===== config.mk =====
export PLATFORM = sky130hd
export DESIGN_NAME = ram_arbiter_flat
export DESIGN_NICKNAME = d
export VERILOG_FILES = /design/src/rtl/ram_arb_pkg.sv /design/src/rtl/ram_arb_if.sv /design/src/rtl/arb_starve_ctr.sv /design/src/rtl/ram_arbiter.sv /design/src/flat_wrapper.sv
export SDC_FILE = /design/constraint.sdc
export NUM_CORES = 1
export LEC_CHECK = 0
export BUFFER_PORTS_ARGS = -buffer_cell sky130_fd_sc_hd__buf_2
export CORE_ASPECT_RATIO = 1.75
export CORE_UTILIZATION = 44
export CTS_CLUSTER_SIZE = 40
export DETAILED_ROUTE_END_ITERATION = 10
export GPL_TIMING_DRIVEN = 0
export PLACE_DENSITY = 0.8
export SETUP_SLACK_MARGIN = 0.2
export SLEW_MARGIN = 20
export SYNTH_ARGS = -nofsm -noshare
export SYNTH_HDL_FRONTEND = slang
export SYNTH_HIERARCHICAL = 1
export SYNTH_SLANG_ARGS = --single-unit

===== constraint.sdc =====
create_clock -name clock -period 1.9 [get_ports clock]
set_input_delay 0 -clock clock [delete_from_list [all_inputs] [get_ports clock]]
set_output_delay 0 -clock clock [all_outputs]
set_load 0.005 [all_outputs]

===== src/rtl/ram_arb_pkg.sv =====
// Shared types and defaults for the data-ram arbiter.
// Owner encoding, default ram geometry and starvation counter width.
package ram_arb_pkg;

  typedef enum logic {
    OWNER_MEM  = 1'b0,
    OWNER_HOST = 1'b1
  } owner_e;

  localparam int AW_DEF       = 12;
  localparam int DW_DEF       = 16;
  localparam int STARVE_CNT_W = 4;

endpackage


===== src/rtl/ram_arb_if.sv =====
// Request/grant ports of MEM and host, plus the ram side and stall.
// slave = arbiter view, master = pipeline/host/ram view.
interface ram_arb_if
  import ram_arb_pkg::*;
#(
  parameter int AW = AW_DEF,
  parameter int DW = DW_DEF
);

  logic          m_req;
  logic          m_we;
  logic [AW-1:0] m_addr;
  logic [DW-1:0] m_wdata;
  logic          m_gnt;
  logic          m_rvalid;
  logic [DW-1:0] m_rdata;

  logic          h_req;
  logic          h_we;
  logic [AW-1:0] h_addr;
  logic [DW-1:0] h_wdata;
  logic          h_gnt;
  logic          h_rvalid;
  logic [DW-1:0] h_rdata;

  logic [AW-1:0] ram_raddr;
  logic [DW-1:0] ram_rout;
  logic          ram_wen;
  logic [AW-1:0] ram_waddr;
  logic [DW-1:0] ram_win;

  logic          stall;

  modport slave (
    input  m_req, m_we, m_addr, m_wdata,
    output m_gnt, m_rvalid, m_rdata,
    input  h_req, h_we, h_addr, h_wdata,
    output h_gnt, h_rvalid, h_rdata,
    output ram_raddr, ram_wen, ram_waddr, ram_win,
    input  ram_rout,
    output stall
  );

  modport master (
    output m_req, m_we, m_addr, m_wdata,
    input  m_gnt, m_rvalid, m_rdata,
    output h_req, h_we, h_addr, h_wdata,
    input  h_gnt, h_rvalid, h_rdata,
    input  ram_raddr, ram_wen, ram_waddr, ram_win,
    output ram_rout,
    input  stall
  );

endinterface


===== src/rtl/arb_starve_ctr.sv =====
// Saturating host-wait counter; sat_o tells the arbiter the host must win.
// Clear has priority over increment.
module arb_starve_ctr
  import ram_arb_pkg::*;
#(
  parameter int MAX = 4
) (
  input  logic clk_i,
  input  logic rst_ni,
  input  logic inc_i,
  input  logic clr_i,
  output logic sat_o
);

  localparam logic [STARVE_CNT_W-1:0] MAX_C =
    STARVE_CNT_W'(MAX);

  logic [STARVE_CNT_W-1:0] cnt_q;
  logic [STARVE_CNT_W-1:0] cnt_d;

  assign sat_o = (cnt_q >= MAX_C);

  always_comb begin
    cnt_d = cnt_q;
    if (clr_i) begin
      cnt_d = '0;
    end else if (inc_i && !sat_o) begin
      cnt_d = cnt_q + 1'b1;
    end
  end

  always_ff @(posedge clk_i or negedge rst_ni) begin
    if (!rst_ni) begin
      cnt_q <= '0;
    end else begin
      cnt_q <= cnt_d;
    end
  end

endmodule


===== src/rtl/ram_arbiter.sv =====
// Data-ram arbiter between MEM stage and host: one access per cycle.
// RAM_ARB_STARVE_GUARD_EN enables the host starvation guard.
module ram_arbiter
  import ram_arb_pkg::*;
#(
  parameter int AW         = AW_DEF,
  parameter int DW         = DW_DEF,
  parameter int STARVE_MAX = 4
) (
  input  logic      clock,
  input  logic      reset,
  ram_arb_if.slave  bus
);

  logic sat;
  logic m_gnt;
  logic h_gnt;
  logic m_hs;
  logic h_hs;

`ifdef RAM_ARB_STARVE_GUARD_EN
  arb_starve_ctr #(
    .MAX (STARVE_MAX)
  ) u_starve (
    .clk_i  (clock),
    .rst_ni (reset),
    .inc_i  (bus.h_req & ~h_gnt),
    .clr_i  (h_hs),
    .sat_o  (sat)
  );
`else
  assign sat = 1'b0;
`endif

  assign m_gnt = bus.m_req & ~(bus.h_req & sat);
  assign h_gnt = bus.h_req & (~bus.m_req | sat);
  assign m_hs  = bus.m_req & m_gnt;
  assign h_hs  = bus.h_req & h_gnt;

  assign bus.m_gnt = m_gnt;
  assign bus.h_gnt = h_gnt;
  assign bus.stall = bus.m_req & ~m_gnt;

  logic          acc_valid_q, acc_valid_d;
  owner_e        acc_owner_q, acc_owner_d;
  logic          acc_we_q, acc_we_d;
  logic [AW-1:0] acc_addr_q, acc_addr_d;
  logic [DW-1:0] acc_wdata_q, acc_wdata_d;

  always_comb begin
    acc_valid_d = m_hs | h_hs;
    acc_owner_d = acc_owner_q;
    acc_we_d    = acc_we_q;
    acc_addr_d  = acc_addr_q;
    acc_wdata_d = acc_wdata_q;
    unique case (1'b1)
      m_hs: begin
        acc_owner_d = OWNER_MEM;
        acc_we_d    = bus.m_we;
        acc_addr_d  = bus.m_addr;
        acc_wdata_d = bus.m_wdata;
      end
      h_hs: begin
        acc_owner_d = OWNER_HOST;
        acc_we_d    = bus.h_we;
        acc_addr_d  = bus.h_addr;
        acc_wdata_d = bus.h_wdata;
      end
      default: ;
    endcase
  end

  assign bus.ram_raddr = acc_addr_q;
  assign bus.ram_waddr = acc_addr_q;
  assign bus.ram_win   = acc_wdata_q;
  assign bus.ram_wen   = acc_valid_q & acc_we_q;

  logic          rd_done;
  logic          m_rvalid_q, m_rvalid_d;
  logic          h_rvalid_q, h_rvalid_d;
  logic [DW-1:0] m_rdata_q, m_rdata_d;
  logic [DW-1:0] h_rdata_q, h_rdata_d;

  assign rd_done = acc_valid_q & ~acc_we_q;

  always_comb begin
    m_rvalid_d = rd_done & (acc_owner_q == OWNER_MEM);
    h_rvalid_d = rd_done & (acc_owner_q == OWNER_HOST);
    m_rdata_d  = m_rvalid_d ? bus.ram_rout : m_rdata_q;
    h_rdata_d  = h_rvalid_d ? bus.ram_rout : h_rdata_q;
  end

  assign bus.m_rvalid = m_rvalid_q;
  assign bus.m_rdata  = m_rdata_q;
  assign bus.h_rvalid = h_rvalid_q;
  assign bus.h_rdata  = h_rdata_q;

  // Reset drops any in-flight access, suppressing its write and rvalid.
  always_ff @(posedge clock or negedge reset) begin
    if (!reset) begin
      acc_valid_q <= 1'b0;
      acc_owner_q <= OWNER_MEM;
      acc_we_q    <= 1'b0;
      acc_addr_q  <= '0;
      acc_wdata_q <= '0;
      m_rvalid_q  <= 1'b0;
      h_rvalid_q  <= 1'b0;
      m_rdata_q   <= '0;
      h_rdata_q   <= '0;
    end else begin
      acc_valid_q <= acc_valid_d;
      acc_owner_q <= acc_owner_d;
      acc_we_q    <= acc_we_d;
      acc_addr_q  <= acc_addr_d;
      acc_wdata_q <= acc_wdata_d;
      m_rvalid_q  <= m_rvalid_d;
      h_rvalid_q  <= h_rvalid_d;
      m_rdata_q   <= m_rdata_d;
      h_rdata_q   <= h_rdata_d;
    end
  end

endmodule


===== src/flat_wrapper.sv =====
// flat-port wrapper written by rule: the top's interface ports become plain ports
module ram_arbiter_flat import ram_arb_pkg::*;
#(
  parameter int AW         = AW_DEF,
  parameter int DW         = DW_DEF,
  parameter int STARVE_MAX = 4
)
  (clock, reset, bus_m_req, bus_m_we, bus_m_addr, bus_m_wdata, bus_m_gnt, bus_m_rvalid, bus_m_rdata, bus_h_req, bus_h_we, bus_h_addr, bus_h_wdata, bus_h_gnt, bus_h_rvalid, bus_h_rdata, bus_ram_raddr, bus_ram_wen, bus_ram_waddr, bus_ram_win, bus_ram_rout, bus_stall);
  ram_arb_if #(.AW(AW), .DW(DW)) bus_i ();
  input  logic clock;
  input  logic reset;
  input wire logic [$bits(bus_i.m_req)-1:0] bus_m_req;
  input wire logic [$bits(bus_i.m_we)-1:0] bus_m_we;
  input wire logic [$bits(bus_i.m_addr)-1:0] bus_m_addr;
  input wire logic [$bits(bus_i.m_wdata)-1:0] bus_m_wdata;
  output wire logic [$bits(bus_i.m_gnt)-1:0] bus_m_gnt;
  output wire logic [$bits(bus_i.m_rvalid)-1:0] bus_m_rvalid;
  output wire logic [$bits(bus_i.m_rdata)-1:0] bus_m_rdata;
  input wire logic [$bits(bus_i.h_req)-1:0] bus_h_req;
  input wire logic [$bits(bus_i.h_we)-1:0] bus_h_we;
  input wire logic [$bits(bus_i.h_addr)-1:0] bus_h_addr;
  input wire logic [$bits(bus_i.h_wdata)-1:0] bus_h_wdata;
  output wire logic [$bits(bus_i.h_gnt)-1:0] bus_h_gnt;
  output wire logic [$bits(bus_i.h_rvalid)-1:0] bus_h_rvalid;
  output wire logic [$bits(bus_i.h_rdata)-1:0] bus_h_rdata;
  output wire logic [$bits(bus_i.ram_raddr)-1:0] bus_ram_raddr;
  output wire logic [$bits(bus_i.ram_wen)-1:0] bus_ram_wen;
  output wire logic [$bits(bus_i.ram_waddr)-1:0] bus_ram_waddr;
  output wire logic [$bits(bus_i.ram_win)-1:0] bus_ram_win;
  input wire logic [$bits(bus_i.ram_rout)-1:0] bus_ram_rout;
  output wire logic [$bits(bus_i.stall)-1:0] bus_stall;
  assign bus_i.m_req = bus_m_req;
  assign bus_i.m_we = bus_m_we;
  assign bus_i.m_addr = bus_m_addr;
  assign bus_i.m_wdata = bus_m_wdata;
  assign bus_m_gnt = bus_i.m_gnt;
  assign bus_m_rvalid = bus_i.m_rvalid;
  assign bus_m_rdata = bus_i.m_rdata;
  assign bus_i.h_req = bus_h_req;
  assign bus_i.h_we = bus_h_we;
  assign bus_i.h_addr = bus_h_addr;
  assign bus_i.h_wdata = bus_h_wdata;
  assign bus_h_gnt = bus_i.h_gnt;
  assign bus_h_rvalid = bus_i.h_rvalid;
  assign bus_h_rdata = bus_i.h_rdata;
  assign bus_ram_raddr = bus_i.ram_raddr;
  assign bus_ram_wen = bus_i.ram_wen;
  assign bus_ram_waddr = bus_i.ram_waddr;
  assign bus_ram_win = bus_i.ram_win;
  assign bus_i.ram_rout = bus_ram_rout;
  assign bus_stall = bus_i.stall;
  ram_arbiter #(.AW(AW), .DW(DW), .STARVE_MAX(STARVE_MAX)) u_core (.clock(clock), .reset(reset), .bus(bus_i));
endmodule

### Yosys cells after proc, flatten, opt, wreduce, memory -nomap -nowiden

Index checks and enable logic that the tools add are counted.
W data, S select, Z words.

* multiplexer cells: 4
* bitwise gates (word level): 10
* reductions and logical operators: 1

Operator list (number)
* $pmux W16 S2: 1
* $pmux W12 S2: 1
* $and A1 B1 Y1: 6
* $pmux W1 S2: 2
* $not A1 Y1: 3
* $reduce_bool A2 Y1: 1
* $or A1 B1 Y1: 1

* bits in registers: 65
* bits of input ports: 78
* output and inout bits: 78

### Longest topological paths before layout

* depth after elaboration: 4
* mapped depth: 4
* mapped depth without buffers: 2

### Least setup slack after synthesis

Ideal clock, no wire load.

* path kind: register to register
* from: reg u_core.acc_we_q
* to: reg u_core.m_rdata_q[0] (netlist: u_core/bus.m_rdata[0])
* setup time: 125 ps
* arrival time: 1269 ps
* setup slack: 506 ps
* stages on the path, launching flop included: 4
* buffers on the path: 1
* period minus slack after synthesis: 1394 ps
* cells stage by stage: dfrtp_1 nor3b_4 buf_6 mux2_2

* longest elaborated chain between the ends: 3

RTL lines
* start: declaration: line ram_arbiter.sv:46 `logic acc_we_q, acc_we_d;`
* start signal: assignment: line ram_arbiter.sv:113 `acc_we_q <= acc_we_d;`
* $not A1 Y1: line ram_arbiter.sv:84 `assign rd_done = acc_valid_q & ~acc_we_q;`
* $and A1 B1 Y1: line ram_arbiter.sv:84
* $and A1 B1 Y1: line ram_arbiter.sv:87 `m_rvalid_d = rd_done & (acc_owner_q == OWNER_MEM);`
* via u_core.m_rvalid_d: line ram_arbiter.sv:79 `logic m_rvalid_q, m_rvalid_d;`
* end signal: assignment: line ram_arbiter.sv:118 `m_rdata_q <= m_rdata_d;`
* end: declaration: line ram_arbiter.sv:81 `logic [DW-1:0] m_rdata_q, m_rdata_d;`

The timed path passes the listed nets, and every way through them passes these cells.
A chain may end at the register's enable or synchronous reset.

### Worst setup path after layout

* from: reg u_core.acc_owner_q
* to: reg u_core.m_rdata_q[11] (netlist: u_core/bus.m_rdata[11])

* longest elaborated chain between the ends: 2

RTL lines
* start: declaration: line ram_arbiter.sv:45 `owner_e acc_owner_q, acc_owner_d;`
* start signal: assignment: line ram_arbiter.sv:112 `acc_owner_q <= acc_owner_d;`
* $not A1 Y1: line ram_arbiter.sv:87
* $and A1 B1 Y1: line ram_arbiter.sv:87
* via u_core.m_rvalid_d: line ram_arbiter.sv:79

The timed path passes the listed nets, and every way through them passes these cells.

==> results <==
- The net switching power is 989.4 uW.
- The worst setup path is launched from a register.
- The routed via count divided by cell count is 4.745.
- The number of nets in the synthesized netlist is ~300.
- After legalization and detailed placement, the total HPWL measured 5026 um.
- After clock tree synthesis, the clock-pin slew on the worst setup and hold paths is 0.07 ns.
- In this run the remaining antenna-violating nets after routing total 0.
- The most critical setup path has its startpoint at u_core/acc_owner_q.
- The final setup violation count is 0.
- The number of global-route vias before repair is 2803.
- The total number of clock tree sinks is 65.
- Yosys mapped a number of flops with a built-in enable equal to 0.
- The clock share of power is 32.5%.
- The critical path is of the reg2reg type.
- The endpoint required time on the critical path is about 2.1 ns.
- The sum of negative setup slack is 0 ns.
- The final worst clock skew is between 0.004 and 0.005 ns.
- The number of distinct standard cells referenced by the synthesized netlist is 19.
- In this run the worst path has a maximum fanout of 10.
- The internal power of the cells totals ~2900 uW.
- Across the run, the number of max-cap violations was 0.
- The pin count of the biggest net entering global routing is 66.
- The standard-cell row count is 37.
- The total area of sequential cells is around 0.0016 mm2.
- The net count reported at finish is ~530.
- The number of antenna violations at the first check in global routing came to 0.
- The finished layout holds 537 standard cells, fillers aside.
- The leakage power total is between 0.002 and 0.0025 uW.
- After synthesis, flip-flops and latches occupy 58.66% of the total area.
- The H-tree was split into 3 levels.
- Based on the critical path, the design can be clocked at up to 642.3 MHz.
- Buffers inserted during clock tree synthesis total 9.
- From left edge to right edge, the die measures 62.01 um.
- The part of the total power dissipated in combinational logic is between 20% and 30%.
- The routed design has 7791 um of wire.
- The die covers roughly 0.0066 mm2.
- The post-cts sizing count is 0.
- IR analysis of the VDD net gives a maximum drop of 0.0006147 V.
- The post-route netlist has 48.58% of its cells at a drive strength greater than 1.
- Once routing completed, OpenROAD measured the worst setup slack at approximately 0.34 ns.
- Summed over all instances, the cell type with the most area after synthesis is dfrtp_1.
- The worst hold slack after final layout is 0.004393 ns.
- For the pin with the worst max-slew slack, the measured transition is slightly below 0.8 ns.
- Of the post-synthesis cell area, the dominant cell type holds 58.66%.
- The switching power share of the total is 25.40%.
- The worst pin sits at a relative slew slack of about half.
- The number of pins with negative max-slew slack in the final report is 0.
- Among all cell types in the netlist, the one instantiated most often is dfrtp_1.
- For this run the aggregate overflow at the end of global routing stands at 0.
- The final hold violation count is 0.
- The post-synthesis instance area is 0.002773 mm2.
- The setup slack after placement is about 0.31 ns.
- The number of placed instances, taps included, is between 400 and 500.
- Counting flops and latches in the post-synthesis netlist gives 65.
- In this run the mean area of a mapped cell was 12.60 um2.
- The multi-input combinational cells in the finished layout cover a total of 965.9 um2.
- The worst path uses 81.95% of the clock period.
- For the worst-skew pair, the clock arrives at the later sink with an insertion delay of 0.33 ns.
- The floorplan die height is 107.0 um.
- Counting instances in the post-synthesis netlist gives the leading cell types as 65 x dfrtp_1, 32 x mux2_2, 29 x mux2i_1, 29 x nand2_1, 29 x o21ai_0.
- The category of the worst setup path capture point is a register.
- TritonCTS built the clock tree.
- At the end of the flow the core is filled with cells to 76.43%.
- The wire length of the first global-routing pass is 12110 um.
- The number of I/O port buffers is 152.
- In the synthesized netlist the async set-or-reset flop fraction comes to 100.0%.
- Across all layers, the routed design uses 2548 vias.
- The startpoint of the tightest hold check path is bus_h_wdata[6].
- Counting every instance in the synthesized netlist gives 220.
- Setup repair after global routing left no endpoint under its margin.
- The placer's final routability congestion estimate is roughly 0.8.
- Compared with the post-synthesis result, the final layout area differs by 64.62%.
- The synthesis warning total is 6.
- The count of boundary I/O pins is 156.
- In the global route stage, overall resource usage came out at 24.88%.
- The main flop type after synthesis is dfrtp_1.
- The detailed router finished its first iteration with 98 violations.
- The count of inserted antenna diode cells is 0.
- The share of power burned in registers is 44.2%.
- Ranked by total cell area, the synthesized netlist is headed by dfrtp_1 59%, mux2_2 13%, mux2i_1 10%, o21ai_0 5.2%, nand2_1 3.9%.
- The pre-antenna-repair detailed-routing pass consisted of 4 iterations.
- The buffer depth of the longest clock path is 2.
- In this run the critical register-to-register path is launched from u_core/acc_owner_q.
- The routed wirelength normalized by instance count is 14.51 um.
- The path class of the tightest hold or removal check is in2reg.
- For this configuration, the core starts out at a cell density of 46.43%.
- The buffer cell driving the clock tree root is clkbuf_8.
- The post-route DRC violation count is 0.
- The layout has 376 filler cells.
- Buffers added to address setup during post-CTS repair amount to 0.
- The arrival time of the worst setup path is 1.78 ns.
- In this run the standard cell core region covers roughly 0.006 mm2.
- The run finished with clean final reports.
- Power spread over the standard cell area amounts to 853.4 mW/mm2.
- The routed design could run at a clock period as short as ~1.6 ns.
[metal layers]
metal / share of wire, % / track usage [%] / vias to the layer above
li1: - / - / 1200
met1: 35 / 24.29 / 1212
met2: 56 / 44.68 / 111
met3: 5.9 / 7.238 / 25
met4: 3.3 / 12.06 / 0
met5: 0 / 0 / -
[kinds of logic after synthesis]
group,Yosys count,synth area share [%]
AOI/OAI and AO/OA,29,5.235
buffers and inverters,28,6.498
DFF,65,58.66
muxes,61,23.47
other,1,0.1352
and+or+nand+nor,36,6.002
[power groups by stage]
stage | Combinational (uW) | Sequential [uW] | Clock [uW]
2_1_floorplan | 327 | 1760 | 0
3_3_place_gp | 736 | 1730 | 0
3_5_place_dp | 762 | 1740 | 0
4_1_cts | 903 | 1720 | 1300
5_1_grt | 1010 | 1750 | 1360
6_report | 908 | 1720 | 1270
[registers in the layout, indices dropped and copies added (netlist names)]
signal                cells
u_core/bus.ram_win       16
u_core/acc_valid_q        1
u_core/bus.h_rdata       16
u_core/acc_we_q           1
u_core/acc_owner_q        1
u_core/bus.ram_raddr     12
u_core/bus.h_rvalid       1
u_core/bus.m_rdata       16
u_core/bus.m_rvalid       1
[layout by cell type, fill, tap and decap left out]
cell	count
buf_2	155
dlygate4sd3_1	71
dfrtp_1	65
mux2_2	32
mux2i_1	29
nand2_1	29
o21ai_0	29
buf_4	15
clkbuf_8	10
clkbuf_1	7
bufinv_16	2
clkinv_4	2
clkinvlp_4	2
nor2_1	2
and2_2	1
nor3b_4	1
buf_6	1
nand3b_2	1
inv_1	1
nor2b_1	1
buf_1	1
or2_2	1
conb_1	1
[worst paths after layout]
kind / end / slack (ns) / cells past startpoint
hold reg to reg: u_core/bus.m_rdata[1] / 0.50 / 1
max in group asynchronous: u_core/bus.ram_raddr[10] / 1.10 / 2
setup reg to reg: u_core/bus.m_rdata[11] / 0.34 / 3
min in group asynchronous: u_core/bus.h_rdata[15] / 0.29 / 2
setup / recovery: u_core/bus.m_rdata[11] / 0.34 / 3
hold / removal: u_core/bus.ram_win[6] / 0.004 / 3
[metrics by stage]
| step | power (uW) | instance area, um2 |
|---|---|---|
| finish | 3895 | 4564 |
| detailed placement | 2502 | 3633 |
| global route | 4127 | 4564 |
| CTS | 3914 | 4564 |
| floorplan | 2085 | 2773 |
| global placement | 2465 | 3631 |
[worst max-delay path, cell delays in order, from the launching register on]
cell and delay, ns:
dfrtp_1 0.43, nor3b_4 0.44, buf_6 0.22, mux2_2 0.35
[final cells by class]
| class | count | area share [%] |
|---|---|---|
| Multi-Input combinational cell | 127 | 21.16 |
| Clock inverter | 6 | 2.029 |
| Sequential cell | 65 | 35.64 |
| Tap cell | 78 | 2.138 |
| Clock buffer | 10 | 2.796 |
| Timing Repair Buffer | 223 | 32.29 |
| Buffer | 27 | 3.865 |
| Inverter | 1 | 0.08224 |
[what timing repair did]
action,CTS,global route
hold buffers,71,0
endpoints found under the hold margin,126,0
endpoints found under the setup margin,0,0
Note: power is estimated with default switching activity, not from simulation.
